### src/rtl/typed_stream_deser.sv
// Rebuilds one value of type T from a stream of BEAT_W-bit beats, least-significant beat first.
// The finished word is held on out_* until the consumer accepts it.
module typed_stream_deser #(
  parameter type T      = logic [7:0],
  parameter int  BEAT_W = 4,
  localparam int TW      = $bits(T),
  localparam int NBEATS  = (TW + BEAT_W - 1) / BEAT_W,
  localparam int CNT_RAW = $clog2(NBEATS + 1),
  localparam int CNT_W   = (CNT_RAW < 1) ? 1 : CNT_RAW
) (
  input  logic              clk,
  input  logic              rst,
  input  logic              in_valid,
  output logic              in_ready,
  input  logic [BEAT_W-1:0] in_data,
  input  logic              in_last,
  output logic              out_valid,
  input  logic              out_ready,
  output T                  out_data,
  output logic [CNT_W-1:0]  out_beats,
  output logic              out_err
);

  localparam logic [0:0] COLLECT = 1'b0;
  localparam logic [0:0] HOLD    = 1'b1;

  logic [0:0]       state_reg, state_next;
  logic [CNT_W-1:0] cnt_reg, cnt_next, cnt_inc;
  logic [TW-1:0]    acc_reg, acc_next, merged;
  logic             out_valid_reg, out_valid_next;
  T                 out_data_reg, out_data_next;
  logic [CNT_W-1:0] out_beats_reg, out_beats_next;
  logic             out_err_reg, out_err_next;
  logic             beat_fire, word_fire, closing;

  assign in_ready  = (state_reg == COLLECT) || out_ready;
  assign beat_fire = in_valid && in_ready;
  assign word_fire = out_valid_reg && out_ready;
  assign cnt_inc   = cnt_reg + CNT_W'(1);
  assign closing   = in_last || (cnt_inc == CNT_W'(NBEATS));

  // Each slot takes the incoming beat when it is the current position; slots
  // beyond the current position read as zero so a short word carries no residue.
  // The last slot is narrowed so beat bits above TW are dropped.
  generate
    for (genvar gi = 0; gi < NBEATS; gi++) begin : g_slot
      localparam int LO = gi * BEAT_W;
      localparam int SW = ((TW - LO) < BEAT_W) ? (TW - LO) : BEAT_W;
      assign merged[LO +: SW] = (cnt_reg == CNT_W'(gi)) ? in_data[SW-1:0] :
                                (CNT_W'(gi) > cnt_reg)  ? '0 :
                                                          acc_reg[LO +: SW];
    end
  endgenerate

  always_comb begin
    state_next     = state_reg;
    cnt_next       = cnt_reg;
    acc_next       = acc_reg;
    out_valid_next = out_valid_reg;
    out_data_next  = out_data_reg;
    out_beats_next = out_beats_reg;
    out_err_next   = out_err_reg;
    if (word_fire) begin
      out_valid_next = 1'b0;
      state_next     = COLLECT;
    end
    // A beat accepted alongside a word accept starts the next word (cnt_reg is 0 here).
    if (beat_fire) begin
      if (closing) begin
        out_valid_next = 1'b1;
        state_next     = HOLD;
        out_data_next  = T'(merged);
        out_beats_next = cnt_inc;
        out_err_next   = !in_last;
        cnt_next       = '0;
        acc_next       = '0;
      end else begin
        cnt_next = cnt_inc;
        acc_next = merged;
      end
    end
  end

  always_ff @(posedge clk) begin
    if (rst) begin
      state_reg     <= COLLECT;
      cnt_reg       <= '0;
      acc_reg       <= '0;
      out_valid_reg <= 1'b0;
      out_data_reg  <= T'({TW{1'b0}});
      out_beats_reg <= '0;
      out_err_reg   <= 1'b0;
    end else begin
      state_reg     <= state_next;
      cnt_reg       <= cnt_next;
      acc_reg       <= acc_next;
      out_valid_reg <= out_valid_next;
      out_data_reg  <= out_data_next;
      out_beats_reg <= out_beats_next;
      out_err_reg   <= out_err_next;
    end
  end

  assign out_valid = out_valid_reg;
  assign out_data  = out_data_reg;
  assign out_beats = out_beats_reg;
  assign out_err   = out_err_reg;

endmodule

### config.mk
export PLATFORM = sky130hd
export DESIGN_NAME = typed_stream_deser
export DESIGN_NICKNAME = d
export VERILOG_FILES = /design/src/rtl/typed_stream_deser.sv
export SDC_FILE = /design/constraint.sdc
export NUM_CORES = 1
export LEC_CHECK = 0
export BUFFER_PORTS_ARGS = -buffer_cell sky130_fd_sc_hd__buf_4
export CORE_ASPECT_RATIO = 1.5
export CORE_MARGIN = 10
export CORE_UTILIZATION = 45
export CTS_BUF_LIST = sky130_fd_sc_hd__clkbuf_2 sky130_fd_sc_hd__clkbuf_4 sky130_fd_sc_hd__clkbuf_8
export CTS_CLUSTER_DIAMETER = 40
export DETAILED_ROUTE_END_ITERATION = 16
export GPL_TIMING_DRIVEN = 0
export PLACE_DENSITY_LB_ADDON = 0.3
export SLEW_MARGIN = 15
export SYNTH_ARGS = -nofsm -noshare
export SYNTH_HDL_FRONTEND = slang
export SYNTH_SLANG_ARGS = --single-unit
### constraint.sdc
create_clock -name clk -period 1.8 [get_ports clk]
set_input_delay 0 -clock clk [delete_from_list [all_inputs] [get_ports clk]]
set_output_delay 0 -clock clk [all_outputs]
set_load 0.02 [all_outputs]
### Word-level counts from Yosys, hierarchy flattened

Index checks and enable logic that the tools add are counted.

| storage, ports and cells | value |
|---|---|
| flip-flop bits (word level) | 23 |
| output and inout port bits | 13 |
| logic and storage cells | 32 |
| input bits | 9 |

| cells by class | value |
|---|---|
| equality and inequality tests | 2 |
| $add $sub $neg | 1 |
| magnitude comparators | 2 |
| reductions and logical operators | 7 |
| bitwise logic cells | 1 |
| multiplexer cells | 12 |

Operator list:

| kind | number |
|---|---|
| 4-bit two-way mux | 4 |
| 8-bit two-way mux | 1 |
| 1-bit two-way mux | 6 |
| 1-bit by 2-bit greater-than comparator with 1-bit output (first input constant) | 2 |
| 2-bit by 1-bit adder with 2-bit output (second input constant) | 1 |
| 2-bit by 1-bit equality test with 1-bit output (second input constant) | 1 |
| 2-bit equality test (second input constant) | 1 |
| 1-bit logical AND | 2 |
| 2-bit zero test | 1 |
| 1-bit logical OR | 2 |
| 2-bit two-way mux | 1 |
| 2-bit AND reduction | 1 |
| 1-bit zero test | 1 |
| 1-bit NOT | 1 |

### Depth between registers and ports, before layout

Gate-level depths: netlist of run 1.

| logic depth | value |
|---|---|
| word-level depth | 5 |
| mapped depth | 6 |

### Least setup slack after synthesis of run 1

No wires, ideal clock.

| timing path | value |
|---|---|
| kind | reg2reg |
| start | reg cnt_reg[1] |
| end | reg acc_reg[0] |
| data arrival time | 1.354 ns |
| clock period less this slack | 1.447 ns |
| slack | 0.353 ns |
| path buffers | 1 |
| data required time | 1.708 ns |
| library setup time | 0.092 ns |
| stages on the path, launching flop included | 7 |
| cells stage by stage | dfxtp_1 inv_1 ha_1 nor2_1 clkbuf_1 nand4_1 o32ai_1 |

| on the way | value |
|---|---|
| word-level cells in the longest chain between the ends | 4 |
| elaborated cells between the ends (all ways) | 8 |

RTL lines:

| what | RTL line | text |
|---|---|---|
| start: declaration | 28 | `logic [CNT_W-1:0] cnt_reg, cnt_next, cnt_inc;` |
| start signal: assignment | 95 | `cnt_reg <= cnt_next;` |
| 2-bit by 1-bit adder with 2-bit output or 1-bit by 2-bit greater-than comparator with 1-bit output (tied branches) | 39, 50 |  |
| 2-bit equality test or 4-bit two-way mux (tied branches) | 40, 50 |  |
| 1-bit logical OR or 4-bit two-way mux (tied branches) | 40, 49 |  |
| 8-bit two-way mux (*) | 69 | `if (closing) begin` |
| end signal: assignment | 96 | `acc_reg <= acc_next;` |
| end: declaration | 29 | `logic [TW-1:0] acc_reg, acc_next, merged;` |

Every way passes the cells marked *; elsewhere a longest branch is shown, timed or not.
A chain may end at the register's enable or synchronous reset.

### Worst setup path after layout of run 1

| timing path | value |
|---|---|
| start | reg cnt_reg[1] |
| end | reg acc_reg[1] |

The elaborated chain is that of the path after synthesis.

==> impl_metrics.env, run 1 <==
export IMPL_track_usage_pct=11.0
export IMPL_path_class="reg2reg"
export IMPL_num_rows=21
export IMPL_seq_area_um2=460
export IMPL_drive_gt1_share_pct=25.5
export IMPL_wirelength_um=2490
export IMPL_reg2reg_slack_ps=130
export IMPL_cts_made_buffers=3
export IMPL_min_from="rst"
export IMPL_fillers=204
export IMPL_multiInputGateArea_um2=474
export IMPL_power_density_nw_per_um2=750
export IMPL_worst_pin_slew_ps=459
export IMPL_root_buffer="clkbuf_4"
export IMPL_synth_top_cell_area_share_pct=45.0
export IMPL_netlist_area_um2=1020
export IMPL_drc_errors=0
export IMPL_dp_cells=157
export IMPL_num_io_pins=22
export IMPL_start_util_pct=46.3
export IMPL_grt_pass1_wl_um=4300
export IMPL_startpoint_type="flip-flop"
export IMPL_synth_largest_area_cell="dfxtp_1"
export IMPL_drt_initial_drc_count=20
export IMPL_cp_top_family="simple AND/OR/NAND/NOR gates"
export IMPL_holdPathStages=3
export IMPL_place_port_buffers=21
export IMPL_via_count=992
export IMPL_hold_viol_final=0
export IMPL_die_area_um2=4620
export IMPL_grt_overflow_total=0
export IMPL_grt_pass1_vias=1001
export IMPL_setup_violations=0
export IMPL_reg2regPathDepth=6
export IMPL_cts_sinks=23
export IMPL_fmax_mhz=599
export IMPL_core_area_um2=2210
export IMPL_reg2reg_from="cnt_reg[1]$_SDFFE_PP0N_"
export IMPL_ir_drop_uv=554
export IMPL_antennaDiodeCount=0
export IMPL_yosysWarningCount=0
export IMPL_worstPathRequired_ps=1990
export IMPL_crit_path_max_fanout=10
export IMPL_dp_slack_ps=36.5
export IMPL_crit_slowest_cell="clkbuf_1"
export IMPL_drtPass1Iterations=4
export IMPL_antenna_found_initial=0
export IMPL_die_y_um=78.4
export IMPL_final_cells=168
export IMPL_final_setup_worst_slack_ps=131
export IMPL_slowest_delay_ps=360
export IMPL_setup_tns_ps=0
export IMPL_avgSynthCellArea_um2=9.05
export IMPL_grt_max_degree=13
export IMPL_die_x_um=58.9
export IMPL_synth_nets=124
export IMPL_finalNetCount=157
export IMPL_ys_types=28
export IMPL_cp_cell_sequence="inv_1, ha_1, clkbuf_1, nor3_1, nor3_4, o32ai_1"
export IMPL_wl_per_cell_um=14.8
export IMPL_ys_seq_elements=23
export IMPL_rsz0062_at_grt="false"
export IMPL_gp_congestion=0.846
export IMPL_cts_clk_slew_worst_paths_ps=130
export IMPL_maxSlewHeadroom_pct=69.4
export IMPL_cts_max_level=1
export IMPL_slew_viol_final=0
export IMPL_syn_inst=113
export IMPL_reg2reg_to="acc_reg[1]$_SDFFE_PP0N_"
export IMPL_ant_nets=0
export IMPL_insertion_delay_ps=310
export IMPL_hold_end="out_data[6]$_SDFFE_PP0P_"
export IMPL_min_period_ps=1670
export IMPL_skew_ps=10.4
export IMPL_status="finished, final reports clean"
export IMPL_endpoint_kind="flip-flop"
export IMPL_seq_area_frac_synth_pct=45.0
export IMPL_critical_path_arrival_ps=1850
export IMPL_path_buf_inv=2
export IMPL_fin_crit_sh_pct=92.7
export IMPL_p_total_uw=990
export IMPL_post_cts_setup_buffer_count=0
export IMPL_maxCapViolations=0
export IMPL_clockBufferDepth=2
export IMPL_via_per_inst=5.90
export IMPL_hpwlAfterDp_um=1870
export IMPL_p_leak_nw=0.493
export IMPL_min_path_type="in2reg"
export IMPL_cts_tree="yes"
export IMPL_synthTopCellsByArea="dfxtp_1 (45%), nor3b_1 (5.9%), inv_1 (4.8%)"
export IMPL_area_growth_pct=29.0
-- synthesized netlist by cell type (all sizes together) --
| cell type | count |
|---|---|
| o311ai | 4 |
| nor3 | 2 |
| nor3b | 8 |
| mux2 | 4 |
| nor4 | 6 |
| a31o | 1 |
| dfxtp | 23 |
| buf | 3 |
| clkbuf | 6 |
| a31oi | 1 |
| or4 | 1 |
| nand2b | 2 |
| ha | 2 |
| nand4 | 3 |
| inv | 14 |
| a211oi | 5 |
| a21oi | 8 |
| a311oi | 1 |
| nor2 | 1 |
| nor2b | 1 |
| nand2 | 6 |
| o32ai | 4 |
| or3 | 1 |
| o21ai | 6 |
-- through the flow --
stage | hold slack, ps | cell area (um2) | utilization [%]
after global placement | 220 | 1210 | 54.8
final | 5.71 | 1320 | 59.8
after floorplan | 110 | 1020 | -
after CTS | 14.8 | 1310 | 59.4
after detailed placement | 223 | 1210 | 54.8
after global routing | 8.88 | 1320 | 59.8
-- logic make-up (layout without fill, tap and decap cells) --
group / after synthesis / after routing / share of synthesized area [%]
adders and majority gates: 2 / 2 / 2.45
buffers and inverters: 23 / 55 / 9.42
muxes: 4 / 4 / 4.41
DFF: 23 / 23 / 45.0
and+or+nand+nor: 31 / 31 / 19.0
AOI/OAI and AO/OA: 30 / 30 / 19.7
-- final cells by class --
cell class,instances,area share (%)
plain buffers,9,3.42
repair buffers,28,17.3
clock buffers,4,2.28
well taps,23,2.18
inverters,14,3.98
multi-input cells,67,36.0
flip-flops and latches,23,34.9
-- worst min-delay path: cells and delay by family --
family,cells,cell delay (ps)
buffers and inverters,1,90
AND/OR/NAND/NOR,1,130
AO/OA/AOI/OAI,1,60
-- placed cells by master, fill, tap and decap left out, drive strengths merged, types with 2 or more instances in the layout --
| cell type | netlist | layout |
|---|---|---|
| o32ai | 4 | 4 |
| nand4 | 3 | 3 |
| o21ai | 6 | 6 |
| inv | 14 | 14 |
| dlygate4sd3 | 0 | 7 |
| nand2 | 6 | 6 |
| nand2b | 2 | 2 |
| nor3 | 2 | 2 |
| clkbuf | 6 | 10 |
| nor4 | 6 | 6 |
| o311ai | 4 | 4 |
| a21oi | 8 | 8 |
| dfxtp | 23 | 23 |
| a211oi | 5 | 5 |
| buf | 3 | 24 |
| mux2 | 4 | 4 |
| ha | 2 | 2 |
| nor3b | 8 | 8 |
-- worst max path at each step --
stage	startpoint	end	slack (ps)	cells after the start
after floorplan	cnt_reg[1]$_SDFFE_PP0N_	acc_reg[0]$_SDFFE_PP0N_	350	6
after global placement	cnt_reg[1]$_SDFFE_PP0N_	acc_reg[2]$_SDFFE_PP0N_	90	6
after detailed placement	cnt_reg[1]$_SDFFE_PP0N_	acc_reg[1]$_SDFFE_PP0N_	40	6
after CTS	cnt_reg[1]$_SDFFE_PP0N_	acc_reg[1]$_SDFFE_PP0N_	80	6
after global routing	cnt_reg[0]$_SDFFE_PP0N_	acc_reg[1]$_SDFFE_PP0N_	50	6
final	cnt_reg[1]$_SDFFE_PP0N_	acc_reg[1]$_SDFFE_PP0N_	130	6
-- power breakdown --
group	total (mW)	leakage (nW)	switching, mW	internal [mW]
clock	0.256	0.0184	0.154	0.101
combinational	0.193	0.288	0.110	0.0828
sequential	0.541	0.187	0.0107	0.530
-- routing by layer --
layer | vias up | GRT usage, % | share of wire [%]
met5 | - | 0 | 0
met4 | 0 | 5.76 | 2.8
met3 | 8 | 4.19 | 8.8
met2 | 45 | 17.9 | 47
met1 | 464 | 11.8 | 41
li1 | 475 | - | -
-- timing repair --
item / 4_1_cts / 5_1_grt
gates resized for setup: 1 / 2
pin swaps: 0 / 0
hold buffers: 7 / 0
setup endpoints to repair: 1 / 8
hold endpoints to repair: 8 / 0
Note: power is estimated with default switching activity, not from simulation.
==> run 2: changes to the inputs <==
- CORE_ASPECT_RATIO: 1.5 -> 0.6
- CTS_BUF_LIST: sky130_fd_sc_hd__clkbuf_2 sky130_fd_sc_hd__clkbuf_4 sky130_fd_sc_hd__clkbuf_8 -> sky130_fd_sc_hd__clkbuf_8
==> run 2 against run 1 <==
  * Sequential share of layout area about the same
  * Wire length grew 7.0%
  * Utilization increased by 1.3 points
  * Combinational power barely moved
  * Register-to-register slack about the same
  * Die area up 0.50%
  * Non-clock buffer count shrank 3
  * Final cell count is 3.0% higher
  * Global-route usage rose by 0.62 points
  * Sequential power barely moved
  * First-iteration DRC count rose by 75%
  * Critical endpoint is now acc_reg[3]$_SDFFE_PP0N_
==> impl_metrics.env, run 2 (synthesis results as in run 1) <==
export IMPL_cts_tree="yes"
export IMPL_num_rows=13
export IMPL_drt_initial_drc_count=35
export IMPL_crit_path_max_fanout=10
export IMPL_gp_congestion=0.843
export IMPL_min_period_ps=1670
export IMPL_slew_viol_final=0
export IMPL_grt_pass1_wl_um=4280
export IMPL_path_class="reg2reg"
export IMPL_start_util_pct=47.3
export IMPL_final_common_cell="dfxtp_1"
export IMPL_reg2reg_to="acc_reg[3]$_SDFFE_PP0N_"
export IMPL_crit_slowest_cell="dfxtp_1"
export IMPL_setup_violations=0
export IMPL_place_port_buffers=21
export IMPL_grt_max_degree=15
export IMPL_grt_pass1_vias=891
export IMPL_cts_sinks=23
export IMPL_holdPathStages=3
export IMPL_ant_nets=0
export IMPL_reg2regPathDepth=6
export IMPL_hold_end="acc_reg[2]$_SDFFE_PP0N_"
export IMPL_antenna_found_initial=1
export IMPL_wl_per_cell_um=15.4
export IMPL_insertion_delay_ps=270
export IMPL_via_count=932
export IMPL_die_x_um=81.5
export IMPL_drive_gt1_share_pct=26.8
export IMPL_reg2reg_from="cnt_reg[1]$_SDFFE_PP0N_"
export IMPL_post_cts_setup_buffer_count=0
export IMPL_final_cell_mix="dfxtp_1 (23), buf_4 (21), inv_1 (13)"
export IMPL_hold_viol_final=0
export IMPL_cts_clk_slew_worst_paths_ps=90
export IMPL_cts_made_buffers=3
export IMPL_worstPathRequired_ps=1980
export IMPL_maxSlewHeadroom_pct=67.8
export IMPL_die_area_um2=4640
export IMPL_via_per_inst=5.39
export IMPL_startpoint_type="flip-flop"
export IMPL_reg2reg_slack_ps=130
export IMPL_skew_ps=4.21
export IMPL_die_y_um=56.9
export IMPL_wirelength_um=2660
export IMPL_critical_path_arrival_ps=1840
export IMPL_maxCapViolations=0
export IMPL_min_path_type="in2reg"
export IMPL_p_total_mw=1.06
export IMPL_final_core_util_pct=61.0
export IMPL_ir_drop_uv=599
export IMPL_status="finished, final reports clean"
export IMPL_cp_cell_sequence="inv_1, ha_1, nor2_2, buf_2, nand4_1, o32ai_1"
export IMPL_track_usage_pct=11.6
export IMPL_finalNetCount=154
export IMPL_rsz0062_at_grt="false"
export IMPL_fin_crit_sh_pct=92.7
export IMPL_num_io_pins=22
export IMPL_clockBufferDepth=2
export IMPL_area_growth_pct=29.1
export IMPL_endpoint_kind="flip-flop"
export IMPL_dp_slack_ps=-36.0
export IMPL_fmax_mhz=599
export IMPL_drtPass1Iterations=4
export IMPL_grt_overflow_total=0
export IMPL_power_density_nw_per_um2=805
export IMPL_drc_errors=0
export IMPL_min_from="in_data[2]"
export IMPL_cts_max_level=1
export IMPL_p_leak_nw=0.487
export IMPL_final_setup_worst_slack_ps=132
export IMPL_worst_pin_slew_ps=484
export IMPL_root_buffer="clkbuf_8"
export IMPL_hpwlAfterDp_um=1910
export IMPL_core_area_um2=2160
export IMPL_slowest_delay_ps=330
==> run 2: critical path: cells and delay by family (launching register included) <==
kind                       cells  cell delay, ps
AOI/OAI and AO/OA              1             190
adders and majority gates      1             210
and+or+nand+nor                2             500
buffers and inverters          2             330
DFF                            1             330
==> run 2: per-layer routing <==
metal	part of all wire (%)	global-route usage [%]	wire (um)	vias to the layer above
met1	49	16.0	1290	424
met2	42	14.8	1110	33
met3	8.0	4.92	214	6
li1	-	-	-	469
met5	0	0	0	-
met4	1.5	5.65	39	0
==> run 2: worst max-delay path by stage <==
stage                                       start  slack (ps)                       to
after CTS                 cnt_reg[0]$_SDFFE_PP0N_          80  acc_reg[3]$_SDFFE_PP0N_
after global placement    cnt_reg[1]$_SDFFE_PP0N_          70  acc_reg[2]$_SDFFE_PP0N_
after detailed placement  cnt_reg[1]$_SDFFE_PP0N_         -40  acc_reg[3]$_SDFFE_PP0N_
after global routing      cnt_reg[1]$_SDFFE_PP0N_         0.2  acc_reg[1]$_SDFFE_PP0N_
final                     cnt_reg[1]$_SDFFE_PP0N_         130  acc_reg[3]$_SDFFE_PP0N_
after floorplan           cnt_reg[1]$_SDFFE_PP0N_         350  acc_reg[0]$_SDFFE_PP0N_
==> run 2: area by class of cell <==
cell class | count | area, um2
tap | 30 | 37.5
buffer | 9 | 46.3
antenna | 1 | 2.50
fill | 198 | 843
clock inverter | 1 | 7.51
multi-input combinational | 67 | 474
timing repair buffer | 25 | 198
inverter | 14 | 52.6
clock buffer | 3 | 41.3
sequential | 23 | 460
==> run 2: stage by stage <==
step           hold slack [ps]  std cells  TNS, ps  cell area, um2
2_1_floorplan              110        113        0            1020
3_3_place_gp               220        164        0            1220
3_5_place_dp               231        164    -96.5            1220
4_1_cts                  0.681        172        0            1310
5_1_grt                   8.38        173        0            1320
6_report                  4.42        173        0            1320
==> run 2: timing repair <==
| item | 4_1_cts | 5_1_grt |
|---|---|---|
| pin swaps | 0 | 0 |
| setup endpoints to repair | 4 | 10 |
| resized for setup | 1 | 5 |
| hold endpoints to repair | 3 | 0 |
| gates cloned | 0 | 0 |
| hold buffers | 4 | 0 |
==> run 2: power breakdown <==
group / total [mW] / leakage, nW / internal [mW] / switching [mW]
Sequential: 0.540 / 0.187 / 0.530 / 0.0106
Clock: 0.331 / 0.0217 / 0.157 / 0.174
Combinational: 0.191 / 0.278 / 0.0791 / 0.112
Total: 1.06 / 0.487 / 0.766 / 0.297
==> run 3: changes to the inputs <==
- PLACE_DENSITY: not set -> 0.75
- PLACE_DENSITY_LB_ADDON: 0.3 -> not set
==> run 3 against run 2 <==
  * Final cell count is 1.2% lower
  * Combinational power is 2% lower
  * Wire length decreased by 5.6%
  * Total power shrank 2.6%
  * Highest routed layer unchanged
  * Clock skew rose by 0.50 ps
  * Via count is 1.3% higher
==> impl_metrics.env, run 3 (synthesis results as in run 1) <==
export IMPL_status="finished, final reports clean"
export IMPL_final_cells=171
export IMPL_rsz0062_at_grt="false"
export IMPL_crit_path_end="acc_reg[0]$_SDFFE_PP0N_"
export IMPL_p_total_mw=1.04
export IMPL_switching_power_uw=276
export IMPL_core_area_um2=2160
export IMPL_final_common_cell="dfxtp_1"
export IMPL_slew_viol_final=0
export IMPL_worstPathRequired_ps=1960
export IMPL_routed_top_layer="met4"
export IMPL_design_area_um2=1300
export IMPL_hpwlAfterDp_um=1860
export IMPL_ant_nets=0
export IMPL_crit_slowest_cell="dfxtp_1"
export IMPL_power_density_nw_per_um2=794
export IMPL_wirelength_um=2510
export IMPL_drive_gt1_share_pct=26.2
export IMPL_fin_crit_sh_pct=92.1
export IMPL_root_buffer="clkbuf_8"
export IMPL_place_port_buffers=21
export IMPL_hold_viol_final=0
export IMPL_power_frac_comb_pct=18.0
export IMPL_path_class="reg2reg"
export IMPL_crit_path_max_fanout=10
export IMPL_reg2regPathDepth=6
export IMPL_start_util_pct=47.3
export IMPL_wl_met2_um=1040
export IMPL_intPower_uw=760
export IMPL_dp_cells=164
export IMPL_grt_max_degree=13
export IMPL_cts_clk_slew_worst_paths_ps=80
export IMPL_maxCapViolations=0
export IMPL_fmax_mhz=603
export IMPL_via_count=944
export IMPL_placed_area_um2=1220
export IMPL_m1WireLength_um=1230
export IMPL_setup_tns_ps=0
export IMPL_skew_ps=4.71
export IMPL_startpoint="cnt_reg[1]$_SDFFE_PP0N_"
export IMPL_drc_errors=0
export IMPL_antennaDiodeCount=0
export IMPL_die_x_um=81.5
export IMPL_clockBufferDepth=2
export IMPL_reg2reg_slack_ps=140
export IMPL_final_cell_mix="dfxtp_1 (23), buf_4 (21), inv_1 (14)"
export IMPL_drtPass1Iterations=4
export IMPL_die_y_um=56.9
export IMPL_critical_path_arrival_ps=1820
export IMPL_setup_violations=0
export IMPL_startpoint_type="flip-flop"
export IMPL_worst_pin_slew_ps=457
export IMPL_p_leak_nw=0.488
export IMPL_reg2reg_to="acc_reg[0]$_SDFFE_PP0N_"
export IMPL_ir_drop_uv=602
export IMPL_min_period_ps=1660
export IMPL_grt_overflow_total=0
export IMPL_cts_sinks=23
export IMPL_area_growth_pct=27.5
export IMPL_via_per_inst=5.52
export IMPL_wl_met3_um=223
export IMPL_cts_made_buffers=3
export IMPL_grt_pass1_wl_um=4060
export IMPL_dp_slack_ps=23.6
export IMPL_seq_power_share_pct=52.2
export IMPL_clock_power_share_pct=29.7
export IMPL_drt_initial_drc_count=57
export IMPL_power_share_switching_pct=26.6
export IMPL_grt_pass1_vias=876
export IMPL_wl_per_cell_um=14.7
export IMPL_insertion_delay_ps=260
export IMPL_antenna_found_initial=0
export IMPL_finalNetCount=153
export IMPL_slowest_delay_ps=340
export IMPL_gp_congestion=0.808
export IMPL_final_setup_worst_slack_ps=142
export IMPL_num_rows=13
export IMPL_reg2reg_from="cnt_reg[1]$_SDFFE_PP0N_"
export IMPL_num_io_pins=22
export IMPL_cp_cell_sequence="inv_1, ha_1, nor2_2, clkbuf_2, nand4_1, o32ai_1"
export IMPL_die_area_um2=4640
export IMPL_min_path_type="in2reg"
export IMPL_track_usage_pct=10.9
export IMPL_cts_max_level=1
export IMPL_maxSlewHeadroom_pct=69.5
export IMPL_cts_tree="yes"
export IMPL_endpoint_kind="flip-flop"
-- run 3: worst min-delay path by stage --
| stage | start | end | slack (ps) | cells past startpoint |
|---|---|---|---|---|
| after floorplan | in_last | out_err$_SDFFE_PP0P_ | 110 | 1 |
| after global placement | in_last | out_err$_SDFFE_PP0P_ | 220 | 2 |
| after detailed placement | in_last | out_err$_SDFFE_PP0P_ | 230 | 2 |
| after CTS | out_ready | out_valid$_SDFF_PP0_ | 10 | 3 |
| after global routing | out_ready | out_valid$_SDFF_PP0_ | 20 | 3 |
| final | in_data[2] | acc_reg[2]$_SDFFE_PP0N_ | 10 | 3 |
-- run 3: timing repair --
| item | in CTS | in global routing |
|---|---|---|
| setup endpoints to repair | 3 | 8 |
| setup buffers | 0 | 0 |
| hold endpoints to repair | 2 | 0 |
| hold buffers | 3 | 0 |
| resized for setup | 1 | 4 |
-- run 3: power by group through the flow --
stage               clock network, mW  registers, mW  logic [mW]
global route                    0.345          0.543       0.204
detailed placement                  0          0.553       0.175
CTS                             0.320          0.541       0.182
global placement                    0          0.552       0.173
finish                          0.308          0.541       0.187
floorplan                           0          0.568      0.0917
-- run 3: layer usage --
layer / up-vias / GRT usage [%]
met4: 0 / 1.72
met1: 443 / 15.2
met5: - / 0
li1: 467 / -
met2: 32 / 14.6
met3: 2 / 5.56
-- run 3: area by class of cell --
type / count / area [um2]
inverter: 14 / 52.6
clock inverter: 1 / 3.75
timing repair buffer: 24 / 188
tap: 30 / 37.5
buffer: 9 / 46.3
clock buffer: 3 / 41.3
multi-input combinational: 67 / 474
fill: 187 / 860
sequential: 23 / 460
-- run 3: metrics by stage --
step                      hold WS [ps]  util [%]
after floorplan                    110         -
after global placement             216      56.3
after detailed placement           229      56.3
after CTS                         12.5      59.8
after global routing              17.0      60.3
final                             11.2      60.3
-- run 3: critical path, delay by kind of cell (launching register included) --
kind / cells / cell delay, ps
DFF: 1 / 340
and+or+nand+nor: 2 / 480
AOI/OAI and AO/OA: 1 / 190
adders and majority gates: 1 / 210
buffers and inverters: 2 / 340
